### config.mk
export PLATFORM = sky130hd
export DESIGN_NAME = alu_cmd_issuer
export DESIGN_NICKNAME = d
export VERILOG_FILES = /design/src/rtl/alu_pkg.sv /design/src/rtl/alu_cmd_fifo.sv /design/src/rtl/alu_cmd_issuer.sv
export SDC_FILE = /design/constraint.sdc
export NUM_CORES = 1
export LEC_CHECK = 0
export BUFFER_PORTS_ARGS = -buffer_cell sky130_fd_sc_hd__buf_4
export CAP_MARGIN = 5
export CORE_UTILIZATION = 44
export CTS_CLUSTER_DIAMETER = 100
export CTS_CLUSTER_SIZE = 16
export DETAILED_ROUTE_END_ITERATION = 8
export REMOVE_ABC_BUFFERS = 1
export SLEW_MARGIN = 0
export SYNTH_ARGS = -nofsm -noshare
export SYNTH_HDL_FRONTEND = slang
export SYNTH_SLANG_ARGS = --single-unit
### constraint.sdc
create_clock -name i_clk -period 3 [get_ports i_clk]
set_clock_uncertainty 0.15 [all_clocks]
set_input_delay 0 -clock i_clk [delete_from_list [all_inputs] [get_ports i_clk]]
set_output_delay 0 -clock i_clk [all_outputs]
set_load 0.02 [all_outputs]
### src/rtl/alu_pkg.sv
// Shared opcode constants, FSM encoding, command layout and reference ALU function
// for the ALU command issuer.
package alu_pkg;

  localparam logic [1:0] OP_ADD = 2'd0;
  localparam logic [1:0] OP_XOR = 2'd1;
  localparam logic [1:0] OP_OR  = 2'd2;
  localparam logic [1:0] OP_AND = 2'd3;

  localparam logic [7:0] TIMEOUT_FILL = 8'hFF;
  localparam int         CMD_W        = 18;

  typedef enum logic [1:0] {
    ST_IDLE  = 2'd0,
    ST_ISSUE = 2'd1,
    ST_WAIT  = 2'd2,
    ST_RESP  = 2'd3
  } state_e;

  typedef struct packed {
    logic [1:0] op;
    logic [7:0] a;
    logic [7:0] b;
  } cmd_t;

  // 8-bit result; addition wraps and the carry is discarded.
  function automatic logic [7:0] alu_ref(input logic [1:0] op,
                                         input logic [7:0] a,
                                         input logic [7:0] b);
    logic [7:0] r;
    r = '0;
    case (op)
      OP_ADD:  r = a + b;
      OP_XOR:  r = a ^ b;
      OP_OR:   r = a | b;
      OP_AND:  r = a & b;
      default: r = '0;
    endcase
    return r;
  endfunction

endpackage

### src/rtl/alu_cmd_fifo.sv
// Synchronous command FIFO; full flag comes from the registered count, so a
// push while full is dropped even if a pop happens in the same cycle.
module alu_cmd_fifo #(
  parameter int DEPTH = 4,
  parameter int WIDTH = 18
) (
  input  logic             i_clk,
  input  logic             i_rst,
  input  logic             i_push,
  input  logic [WIDTH-1:0] i_wdata,
  input  logic             i_pop,
  output logic [WIDTH-1:0] o_rdata,
  output logic             o_full,
  output logic             o_empty
);
  localparam int            AW       = $clog2(DEPTH);
  localparam logic [AW:0]   FULL_CNT = (AW+1)'(DEPTH);
  localparam logic [AW:0]   CNT_ONE  = (AW+1)'(1);
  localparam logic [AW-1:0] PTR_ONE  = AW'(1);

  logic [WIDTH-1:0] mem_q [DEPTH];
  logic [AW-1:0]    wr_ptr_q, wr_ptr_d;
  logic [AW-1:0]    rd_ptr_q, rd_ptr_d;
  logic [AW:0]      count_q, count_d;
  logic             push_ok, pop_ok;

  assign o_full  = (count_q == FULL_CNT);
  assign o_empty = (count_q == '0);
  assign push_ok = i_push && !o_full;
  assign pop_ok  = i_pop && !o_empty;
  assign o_rdata = mem_q[rd_ptr_q];

  always_comb begin
    wr_ptr_d = push_ok ? wr_ptr_q + PTR_ONE : wr_ptr_q;
    rd_ptr_d = pop_ok  ? rd_ptr_q + PTR_ONE : rd_ptr_q;
    count_d  = count_q;
    case ({push_ok, pop_ok})
      2'b10:   count_d = count_q + CNT_ONE;
      2'b01:   count_d = count_q - CNT_ONE;
      default: count_d = count_q;
    endcase
  end

  always_ff @(posedge i_clk) begin
    if (!i_rst) begin
      wr_ptr_q <= '0;
      rd_ptr_q <= '0;
      count_q  <= '0;
    end else begin
      wr_ptr_q <= wr_ptr_d;
      rd_ptr_q <= rd_ptr_d;
      count_q  <= count_d;
    end
  end

  always_ff @(posedge i_clk) begin
    if (push_ok) mem_q[wr_ptr_q] <= i_wdata;
  end

endmodule

### src/rtl/alu_cmd_issuer.sv
// Queues host ALU commands and issues them one at a time, returning each result
// (or 8'hFF on timeout). Define ALU_ISSUER_CHECK_EN to enable the result checker.
module alu_cmd_issuer
  import alu_pkg::*;
#(
  parameter int FIFO_DEPTH = 4,
  parameter int TIMEOUT    = 15
) (
  input  logic       i_clk,
  input  logic       i_rst,
  input  logic       i_cmd_valid,
  output logic       o_cmd_ready,
  input  logic [7:0] i_cmd_a,
  input  logic [7:0] i_cmd_b,
  input  logic [1:0] i_cmd_op,
  output logic [7:0] o_a,
  output logic [7:0] o_b,
  output logic [1:0] o_operand,
  output logic       o_valid,
  input  logic [7:0] i_result,
  input  logic       i_res_valid,
  output logic       o_rsp_valid,
  output logic [7:0] o_rsp_data,
  input  logic       i_rsp_ready,
  output logic       o_timeout,
  output logic       o_mismatch
);
  // Counter value during the last WAIT cycle before giving up.
  localparam logic [7:0] TMO_LAST = 8'(TIMEOUT - 1);

  state_e     state_q, state_d;
  logic [7:0] wait_cnt_q, wait_cnt_d;
  cmd_t       push_cmd, head_cmd;
  logic       fifo_full, fifo_empty;
  logic       pop, capture, expire;
  logic [7:0] a_q, b_q, rsp_q;
  logic [1:0] op_q;
  logic       timeout_q;

  assign push_cmd = '{op: i_cmd_op, a: i_cmd_a, b: i_cmd_b};

  alu_cmd_fifo #(
    .DEPTH (FIFO_DEPTH),
    .WIDTH (CMD_W)
  ) u_fifo (
    .i_clk   (i_clk),
    .i_rst   (i_rst),
    .i_push  (i_cmd_valid),
    .i_wdata (push_cmd),
    .i_pop   (pop),
    .o_rdata (head_cmd),
    .o_full  (fifo_full),
    .o_empty (fifo_empty)
  );

  assign o_cmd_ready = !fifo_full;
  assign pop         = (state_q == ST_IDLE) && !fifo_empty;
  assign capture     = (state_q == ST_WAIT) && i_res_valid;
  assign expire      = (state_q == ST_WAIT) && !i_res_valid && (wait_cnt_q == TMO_LAST);
  assign wait_cnt_d  = (state_q == ST_WAIT) ? wait_cnt_q + 8'd1 : 8'd0;

  always_ff @(posedge i_clk) begin
    if (!i_rst) begin
      state_q    <= ST_IDLE;
      wait_cnt_q <= '0;
    end else begin
      state_q    <= state_d;
      wait_cnt_q <= wait_cnt_d;
    end
  end

  always_comb begin
    state_d = state_q;
    unique case (state_q)
      ST_IDLE:  if (!fifo_empty) state_d = ST_ISSUE;
      ST_ISSUE: state_d = ST_WAIT;
      ST_WAIT:  if (capture || expire) state_d = ST_RESP;
      ST_RESP:  if (i_rsp_ready) state_d = ST_IDLE;
      default:  state_d = ST_IDLE;
    endcase
  end

  always_comb begin
    o_valid     = 1'b0;
    o_rsp_valid = 1'b0;
    unique case (state_q)
      ST_ISSUE: o_valid     = 1'b1;
      ST_RESP:  o_rsp_valid = 1'b1;
      default: ;
    endcase
  end

  always_ff @(posedge i_clk) begin
    if (!i_rst) begin
      a_q       <= '0;
      b_q       <= '0;
      op_q      <= '0;
      rsp_q     <= '0;
      timeout_q <= 1'b0;
    end else begin
      if (pop) begin
        a_q  <= head_cmd.a;
        b_q  <= head_cmd.b;
        op_q <= head_cmd.op;
      end
      if (capture) begin
        rsp_q <= i_result;
      end else if (expire) begin
        rsp_q     <= TIMEOUT_FILL;
        timeout_q <= 1'b1;
      end
    end
  end

  assign o_a        = a_q;
  assign o_b        = b_q;
  assign o_operand  = op_q;
  assign o_rsp_data = rsp_q;
  assign o_timeout  = timeout_q;

`ifdef ALU_ISSUER_CHECK_EN
  logic mismatch_q;

  // Only real captures are compared; timeout fills never are.
  always_ff @(posedge i_clk) begin
    if (!i_rst) begin
      mismatch_q <= 1'b0;
    end else if (capture && (i_result != alu_ref(op_q, a_q, b_q))) begin
      mismatch_q <= 1'b1;
    end
  end

  assign o_mismatch = mismatch_q;
`else
  assign o_mismatch = 1'b0;
`endif

endmodule

[After elaboration in Yosys (flattened, before gate mapping)]
Memories as Yosys holds them, arrays and structs flattened. A register that Yosys moved wholly into a read port is not among the register bits.
Index checks and enable logic that the tools add are counted.
Storage, ports and cells
  input port bits: 31
  memories: 1
  register bits after elaboration: 26
  word-level logic and storage cells: 53
  memory bits (writable): 72
Operators by class
  reduce and logical (&&, ||, !) cells: 18
  bitwise operators: 1
  $add $sub $neg: 5
  eq/ne operators: 10
  mux-type cells: 11
Memories
  u_fifo.mem_q: words 4, bits a word 18, rd ports 1, clocked after memory_dff 1, write ports 1, RTL line alu_cmd_fifo.sv:21  | logic [WIDTH-1:0] mem_q [DEPTH];
Operators by type and width (count)
  two-way mux 8 bit: 2
  adder 8 x 1 -> 8 bit (second input constant): 1
  == test 8 x 4 -> 1 bit (second input constant): 1
  one-hot mux 2 bit (4 select lines): 1
  == test 2 bit (second input constant): 3
  logical AND 1 bit: 6
  two-way mux 2 bit: 3
  one-hot mux 3 bit (2 select lines): 1
  adder 2 x 1 -> 2 bit (second input constant): 2
  == test 2 x 1 -> 1 bit (second input constant): 2
  zero test 1 bit: 4
  two-way mux 1 bit: 4
  != test 2 bit (second input constant): 2
  AND reduction 2 bit: 2
  nonzero test 2 bit: 2
  adder 3 x 1 -> 3 bit (second input constant): 1
  == test 3 bit (second input constant): 1
  zero test 3 bit: 1
  AND reduction 3 bit: 1
  subtractor 3 x 1 -> 3 bit (second input constant): 1
  zero test 2 bit: 1
  != test 2 x 1 -> 1 bit (second input constant): 1
  logical OR 1 bit: 1
  NOT 1 bit: 1

[Depth between registers and ports, before layout]
Gate-level depths: netlist of run 1.
  depth after elaboration: 6
  depth in mapped cells: 9

[Modules after synthesis]
Synthesis of run 1 repeated with hierarchy kept, for this count alone.
Second synthesis, totals
  cell total of the unflattened synthesis: 308
  area total of the unflattened synthesis: 4545.6 um^2
Modules (own cells, without submodules)
  alu_cmd_fifo: sequential area each 2342.2 um^2, area an instance 3103.0 um^2, times used 1, cells each 148
  alu_cmd_issuer: sequential area each 740.7 um^2, area an instance 1442.6 um^2, times used 1, cells each 160

[Worst setup path after synthesis of run 1]
No wires, ideal clock.
  path kind: reg-to-reg
  from: reg u_fifo.count_q[0]
  to: reg u_fifo.count_q[2]
  setup slack: 0.482 ns
  period minus slack after synthesis: 2.518 ns
  buffers on the path: 0
  required time: 2.774 ns
  cell stages (with the launch flop): 10
  setup time: 0.076 ns
  arrival: 2.293 ns
  cell sequence: dfxtp_1 > or3b_1 > and2_1 > inv_2 > ha_1 > inv_1 > fa_1 > xor2_1 > or3_1 > a21boi_0
Between the ends
  elaborated cells on any way between the ends: 13
  those cells by class: add/sub: 2; eq/ne: 3; mux: 1; reduce/logical: 7
RTL lines
  start: declaration: RTL line alu_cmd_fifo.sv:24  | logic [AW:0] count_q, count_d;
  start signal: assignment: RTL line alu_cmd_fifo.sv:52  | count_q <= count_d;
  == test 3 bit (*): RTL line alu_cmd_fifo.sv:27  | assign o_full = (count_q == FULL_CNT);
  zero test 1 bit (*)
  via o_cmd_ready: RTL line alu_cmd_issuer.sv:12  | output logic o_cmd_ready,
  logical AND 1 bit (*): RTL line alu_cmd_fifo.sv:29  | assign push_ok = i_push && !o_full;
  == test 2 x 1 -> 1 bit / == test 2 bit (equally long branches): RTL line alu_cmd_fifo.sv:37  | case ({push_ok, pop_ok})
  one-hot mux 3 bit (2 select lines) / nonzero test 2 bit (equally long branches)
Mark *: on every way through the listed nets, which the timed path passes. The rest lies on a longest branch.
A chain may end at the register's enable or synchronous reset.

[Worst setup path in the final report of run 1]
  from: reg u_fifo.count_q[0]
  to: reg u_fifo.count_q[2]
Between the ends
  word-level cells in the longest chain between the ends: 6
  elaborated cells on any way between the ends: 13
  those cells by class: add/sub: 2; eq/ne: 3; mux: 1; reduce/logical: 7
Ends and longest elaborated chain
  zero test 3 bit: RTL line alu_cmd_fifo.sv:28  | assign o_empty = (count_q == '0);
  zero test 1 bit: RTL line alu_cmd_fifo.sv:30, alu_cmd_issuer.sv:57
  logical AND 1 bit: RTL line alu_cmd_issuer.sv:57  | assign pop = (state_q == ST_IDLE) && !fifo_empty;
  logical AND 1 bit: RTL line alu_cmd_fifo.sv:30  | assign pop_ok = i_pop && !o_empty;
  == test 2 x 1 -> 1 bit / == test 2 bit (equally long branches): RTL line alu_cmd_fifo.sv:37
  one-hot mux 3 bit (2 select lines) / nonzero test 2 bit (equally long branches)
Several ways; a longest one is shown, not always the timed one.

==> flow_summary.toml, run 1 <==
[yosys]
synthTopCellsByArea = "edfxtp_1 (49%), dfxtp_1 (20%), mux4_2 (9.2%), a22o_1 (3.6%), ha_1 (3.1%)"
netlist.area_leader.share_pct = 49.2
synth.most_common_cell = "edfxtp_1"
synth_async_sr_flop_share_pct = 0
synthTopCellsByCount = "edfxtp_1 (72), dfxtp_1 (44), a22o_1 (18), mux4_2 (18), ha_1 (11)"
syn-cell-area_um2 = 4390
yosys_register_bits = 116
synth_edf_count = 72
synth_cells = 258
ys_warn_count = 0
synth.distinct_cells = 37
yosys.area.top_type = "edfxtp_1"
synth_flop_cell = "edfxtp_1"
seq_area_frac_synth_pct = 69.3
synth.avg_cell_area_um2 = 17.0

[floorplan]
die_area_um2 = 10400
rows = 36
core-area_um2 = 9730
die_h_um = 102
initial_core_util_pct = 45.2
die-width_um = 102
io_pins = 62

[timing]
finalSetupViolations = 0
grt_setup_unrepaired = "false"
drv_slew = 0
min_period_ns = 2.58
fmax_ghz = 0.388
tns_ns = 0
final.period_utilization_pct = 85.9
slew_headroom_pct = 64.0
worst_pin_slew_ns = 0.539
report.final.hold_viol_count = 0

[status]
status = "finished, final reports clean"

[finish]
drive_gt1_share_pct = 32.1
instances_no_fill = 519
layout.nets = 416
fillerInstances = 740
antenna_cells = 0
area_growth_pct = 37.8
utilization_pct = 62.2
fin_area_um2 = 6050

[clock_network]
cts_setup_buffers = 0
cts_buffers = 17
htreeDepth = 4
clkTransAtPathRegs_ns = 0.06
cts_sinks = 116
clk_path_buf_depth = 2
cts_root_buf = "clkbuf_8"
tritoncts = "done"
insertion_delay_ns = 0.50

[grt]
grt_pass1_wl_mm = 12.6
grtUsageTotal_pct = 16.9
grt_pass1_vias = 2549
antenna_found_initial = 0
grt_max_degree = 23
globalRouteOverflowTotal = 0

[power]
powerDensity_nw_per_um2 = 953
p_comb_share_pct = 24.8
max-vdd-ir-drop_v = 0.000560
total_power_mw = 5.77
p_int_mw = 4.18
sw_frac_of_total_pct = 27.5
pwr-share-seq_pct = 37.6
p_leak_nw = 2.31
switchingPower_mw = 1.59
clock_power_share_pct = 37.6

[setup_path]
critPathRequiredTime_ns = 3.27
worstSetupStartpointType = "flip-flop"
crit_path_end_kind = "flip-flop"
crit_type = "reg2reg"
crit_arrival_ns = 2.85
crit_fanout = 6

[drt]
dr.pass1.iters = 5
drt_iter0_markers = 74
drc = 0
detailroute.via_count = 2541
wl_per_cell_um = 15.6
antenna_left = 0
routed_wl_mm = 8.10
vias_per_cell = 4.90

[placement]
dp_hpwl_mm = 4.90
gp_congestion = 0.734
dp.cells = 448
place_area_um2 = 5010
port_buffers = 60

[worst_hold_path]
hp-class = "in2reg"

[flow_run]
drv_cap = 0
-- cell type report --
type	instances	area, um2	share of cell area (%)
tap	133	166	2.75
multi-input combinational	122	1250	20.6
clock buffer	18	428	7.07
timing repair buffer	107	913	15.1
sequential	116	3040	50.3
clock inverter	14	224	3.70
inverter	9	33.8	0.558
-- worst max-delay path, cell delays in order, from the launching register on --
cell      delay (ns)
dfxtp_1         0.35
or3b_1          0.46
and2_1          0.23
inv_2           0.07
ha_1            0.18
inv_1           0.07
fa_1            0.38
xor2_1          0.16
or3_1           0.30
a21boi_0        0.16
-- stage by stage --
step	worst slack (ns)	hold WS, ns
6_report	0.422	0.0932
5_1_grt	0.256	0.0757
4_1_cts	0.409	0.0663
3_5_place_dp	0.484	0.0536
3_3_place_gp	0.522	0.0518
2_1_floorplan	0.482	-0.0511
-- final timing paths --
| kind | startpoint | endpoint | slack, ns | cells after the start |
|---|---|---|---|---|
| max | u_fifo.count_q[0] | u_fifo.count_q[2] | 0.42 | 9 |
| min | i_cmd_b[4] | u_fifo.mem_q[0][4] | 0.09 | 2 |
| max reg2reg | u_fifo.count_q[0] | u_fifo.count_q[2] | 0.42 | 9 |
| min reg2reg | o_b[6] | o_b[6] | 0.33 | 1 |
-- registers in the layout (all words and copies together) (netlist names) --
signal	cells
state_q	2
o_operand	2
o_a	8
o_timeout	1
u_fifo.wr_ptr_q	2
o_b	8
u_fifo.mem_q	72
o_rsp_data	8
u_fifo.rd_ptr_q	2
wait_cnt_q	8
u_fifo.count_q	3
-- power groups by stage --
stage / logic, mW / clock network (mW) / registers, mW
floorplan: 0.716 / 0 / 2.34
global placement: 1.38 / 0 / 2.19
detailed placement: 1.39 / 0 / 2.20
CTS: 1.45 / 2.21 / 2.17
global route: 1.56 / 2.29 / 2.20
finish: 1.43 / 2.17 / 2.17
-- metal layers --
| metal | GRT usage (%) | wire length [um] |
|---|---|---|
| met5 | 0 | 0 |
| met1 | 18.7 | 3420 |
| met2 | 29.9 | 4320 |
| met3 | 6.36 | 262 |
| met4 | 5.60 | 95 |
-- logic make-up after synthesis --
logic type	after synthesis	share of synthesized area [%]
fa+ha+maj	12	3.59
compound gates	36	7.66
flops	116	69.3
xor+xnor	11	2.19
other cells	1	0.0854
mux	19	9.46
buf+inv	20	2.36
simple gates	43	5.38
-- layout by cell type (no fill, tap or decap), types with 2 or more instances in the layout --
cell type	instances
clkinv_4	4
o21a_1	2
nor2b_1	3
inv_6	3
xor2_1	7
edfxtp_1	72
xnor2_1	4
nor2_1	9
dlygate4sd3_1	39
o21ai_0	2
o31a_1	2
buf_4	67
inv_1	8
a22o_1	18
nand4_1	3
and3_1	5
mux4_2	18
bufinv_16	5
ha_1	11
o221a_1	7
dfxtp_1	44
nand2_1	9
and2_1	8
clkbuf_8	2
clkbuf_16	16
-- what timing repair did --
item                                    CTS  global route
hold endpoints to repair                118             0
gates resized for setup                   0             0
hold buffers                             39             0
endpoints found under the setup margin    0             0
No activity file was read; power rests on OpenSTA's default activity.
==> inputs of run 2 (changes only) <==
--- a/config.mk
+++ b/config.mk
@@ -8,6 +8,7 @@
 export BUFFER_PORTS_ARGS = -buffer_cell sky130_fd_sc_hd__buf_4
 export CAP_MARGIN = 5
 export CORE_UTILIZATION = 44
+export CTS_BUF_LIST = sky130_fd_sc_hd__clkbuf_4 sky130_fd_sc_hd__clkbuf_8
 export CTS_CLUSTER_DIAMETER = 100
 export CTS_CLUSTER_SIZE = 16
 export DETAILED_ROUTE_END_ITERATION = 8
==> flow_summary.toml, run 2 (synthesis results as in run 1) <==
[clock_network]
cts_setup_buffers = 0
insertion_delay_ns = 0.42
clkTransAtPathRegs_ns = 0.07
cts_root_buf = "clkbuf_8"
htreeDepth = 4
cts_buffers = 17
tritoncts = "done"
cts_sinks = 116
clk_path_buf_depth = 2

[floorplan]
die_area_um2 = 10400
die_h_um = 102
die-width_um = 102
core-area_um2 = 9730
rows = 36
io_pins = 62
initial_core_util_pct = 45.2

[finish]
layout.nets = 417
layout_commonest_cell = "edfxtp_1"
regMostFlops = "u_fifo.mem_q"
final_cell_mix = "edfxtp_1 (72), buf_4 (67), dfxtp_1 (44)"
antenna_cells = 0
instances_no_fill = 520
drive_gt1_share_pct = 32.0
area_growth_pct = 34.0
largest_reg_flops = 72

[drt]
antenna_left = 0
routed_wl_mm = 8.11
dr.pass1.iters = 4
vias_per_cell = 4.92
wl_per_cell_um = 15.6
detailroute.via_count = 2558
drt_iter0_markers = 64
drc = 0

[power]
pwr-share-seq_pct = 41.2
max-vdd-ir-drop_v = 0.000534
p_int_mw = 3.74
powerDensity_nw_per_um2 = 894
switchingPower_mw = 1.52
sw_frac_of_total_pct = 28.9
p_comb_share_pct = 27.3
p_leak_nw = 2.23
clock_power_share_pct = 31.5

[timing]
report.final.hold_viol_count = 0
fmax_ghz = 0.386
grt_setup_unrepaired = "false"
tns_ns = 0
min_period_ns = 2.59
finalSetupViolations = 0
drv_slew = 0
worst_pin_slew_ns = 0.540
final.period_utilization_pct = 86.4
slew_headroom_pct = 64.0

[grt]
grtUsageTotal_pct = 17.0
grt_pass1_vias = 2590
grt_max_degree = 23
grt_pass1_wl_mm = 12.7
globalRouteOverflowTotal = 0
antenna_found_initial = 0

[setup_path]
worstSetupStartpointType = "flip-flop"
cpMaxStageDelayCell = "or3b_1"
crit_path_end_kind = "flip-flop"
cp_cell_sequence = "or3b_1 -> and2_1 -> inv_2 -> ha_1 -> inv_1 -> fa_1 -> xor2_1 -> or3_1 -> a21boi_0"
critPathRequiredTime_ns = 3.19
crit_fanout = 6
crit_arrival_ns = 2.78
crit_type = "reg2reg"
cp_slowest_stage_delay_ns = 0.46

[placement]
port_buffers = 60
dp_hpwl_mm = 4.90
gp_congestion = 0.734
dp.cells = 448

[worst_hold_path]
hp-class = "in2reg"

[status]
status = "finished, final reports clean"

[flow_run]
drv_cap = 0
run 2: stage by stage:
step | setup WS, ns | hold slack, ns | cell area (um2) | utilization [%] | power, mW
2_1_floorplan | 0.482 | -0.0511 | 4320 | - | 3.06
3_3_place_gp | 0.522 | 0.0518 | 5010 | 51.5 | 3.56
3_5_place_dp | 0.484 | 0.0536 | 5010 | 51.5 | 3.59
4_1_cts | 0.408 | 0.149 | 5880 | 60.5 | 5.32
5_1_grt | 0.221 | 0.163 | 5880 | 60.5 | 5.53
6_report | 0.409 | 0.176 | 5880 | 60.5 | 5.26
run 2: worst max-delay path: cells and delay by family (launching register included):
kind            cells  cell delay, ns
fa+ha+maj           2            0.56
flops               1            0.35
buf+inv             2            0.13
compound gates      1            0.16
xor+xnor            1            0.16
simple gates        3            1.00
run 2: path summary, 6_finish.rpt:
| check | from | slack [ns] | cells after the start | endpoint |
|---|---|---|---|---|
| worst max-delay path | u_fifo.count_q[0] | 0.41 | 9 | u_fifo.count_q[2] |
| worst min-delay path | i_cmd_b[4] | 0.18 | 2 | u_fifo.mem_q[0][4] |
| worst max register to register | u_fifo.count_q[0] | 0.41 | 9 | u_fifo.count_q[2] |
| worst min register to register | o_b[6] | 0.33 | 1 | o_b[6] |
run 2: final cells by class:
class	instances	area (um2)
well taps	133	166
inverters	9	33.8
fillers	768	3840
multi-input cells	122	1250
flip-flops and latches	116	3040
clock inverters	14	224
clock buffers	18	248
repair buffers	108	923
run 2: routing by layer:
metal / share of wire [%] / GRT usage, % / vias up
met3: 3.1 / 5.20 / 9
met1: 43 / 19.3 / 1267
met4: 1.1 / 7.58 / 0
li1: - / - / 1228
met5: 0 / 0 / -
met2: 53 / 29.6 / 54
run 2: power groups by stage:
| stage | logic (mW) | registers (mW) | clock network (mW) |
|---|---|---|---|
| 3_3_place_gp | 1.38 | 2.19 | 0 |
| 3_5_place_dp | 1.39 | 2.20 | 0 |
| 4_1_cts | 1.46 | 2.17 | 1.70 |
| 5_1_grt | 1.57 | 2.20 | 1.76 |
| 6_report | 1.43 | 2.17 | 1.66 |
| 2_1_floorplan | 0.716 | 2.34 | 0 |
run 2: timing repair:
item | 4_1_cts | 5_1_grt
resized for setup | 0 | 0
endpoints found under the hold margin | 102 | 0
setup endpoints to repair | 0 | 0
hold buffers | 40 | 0
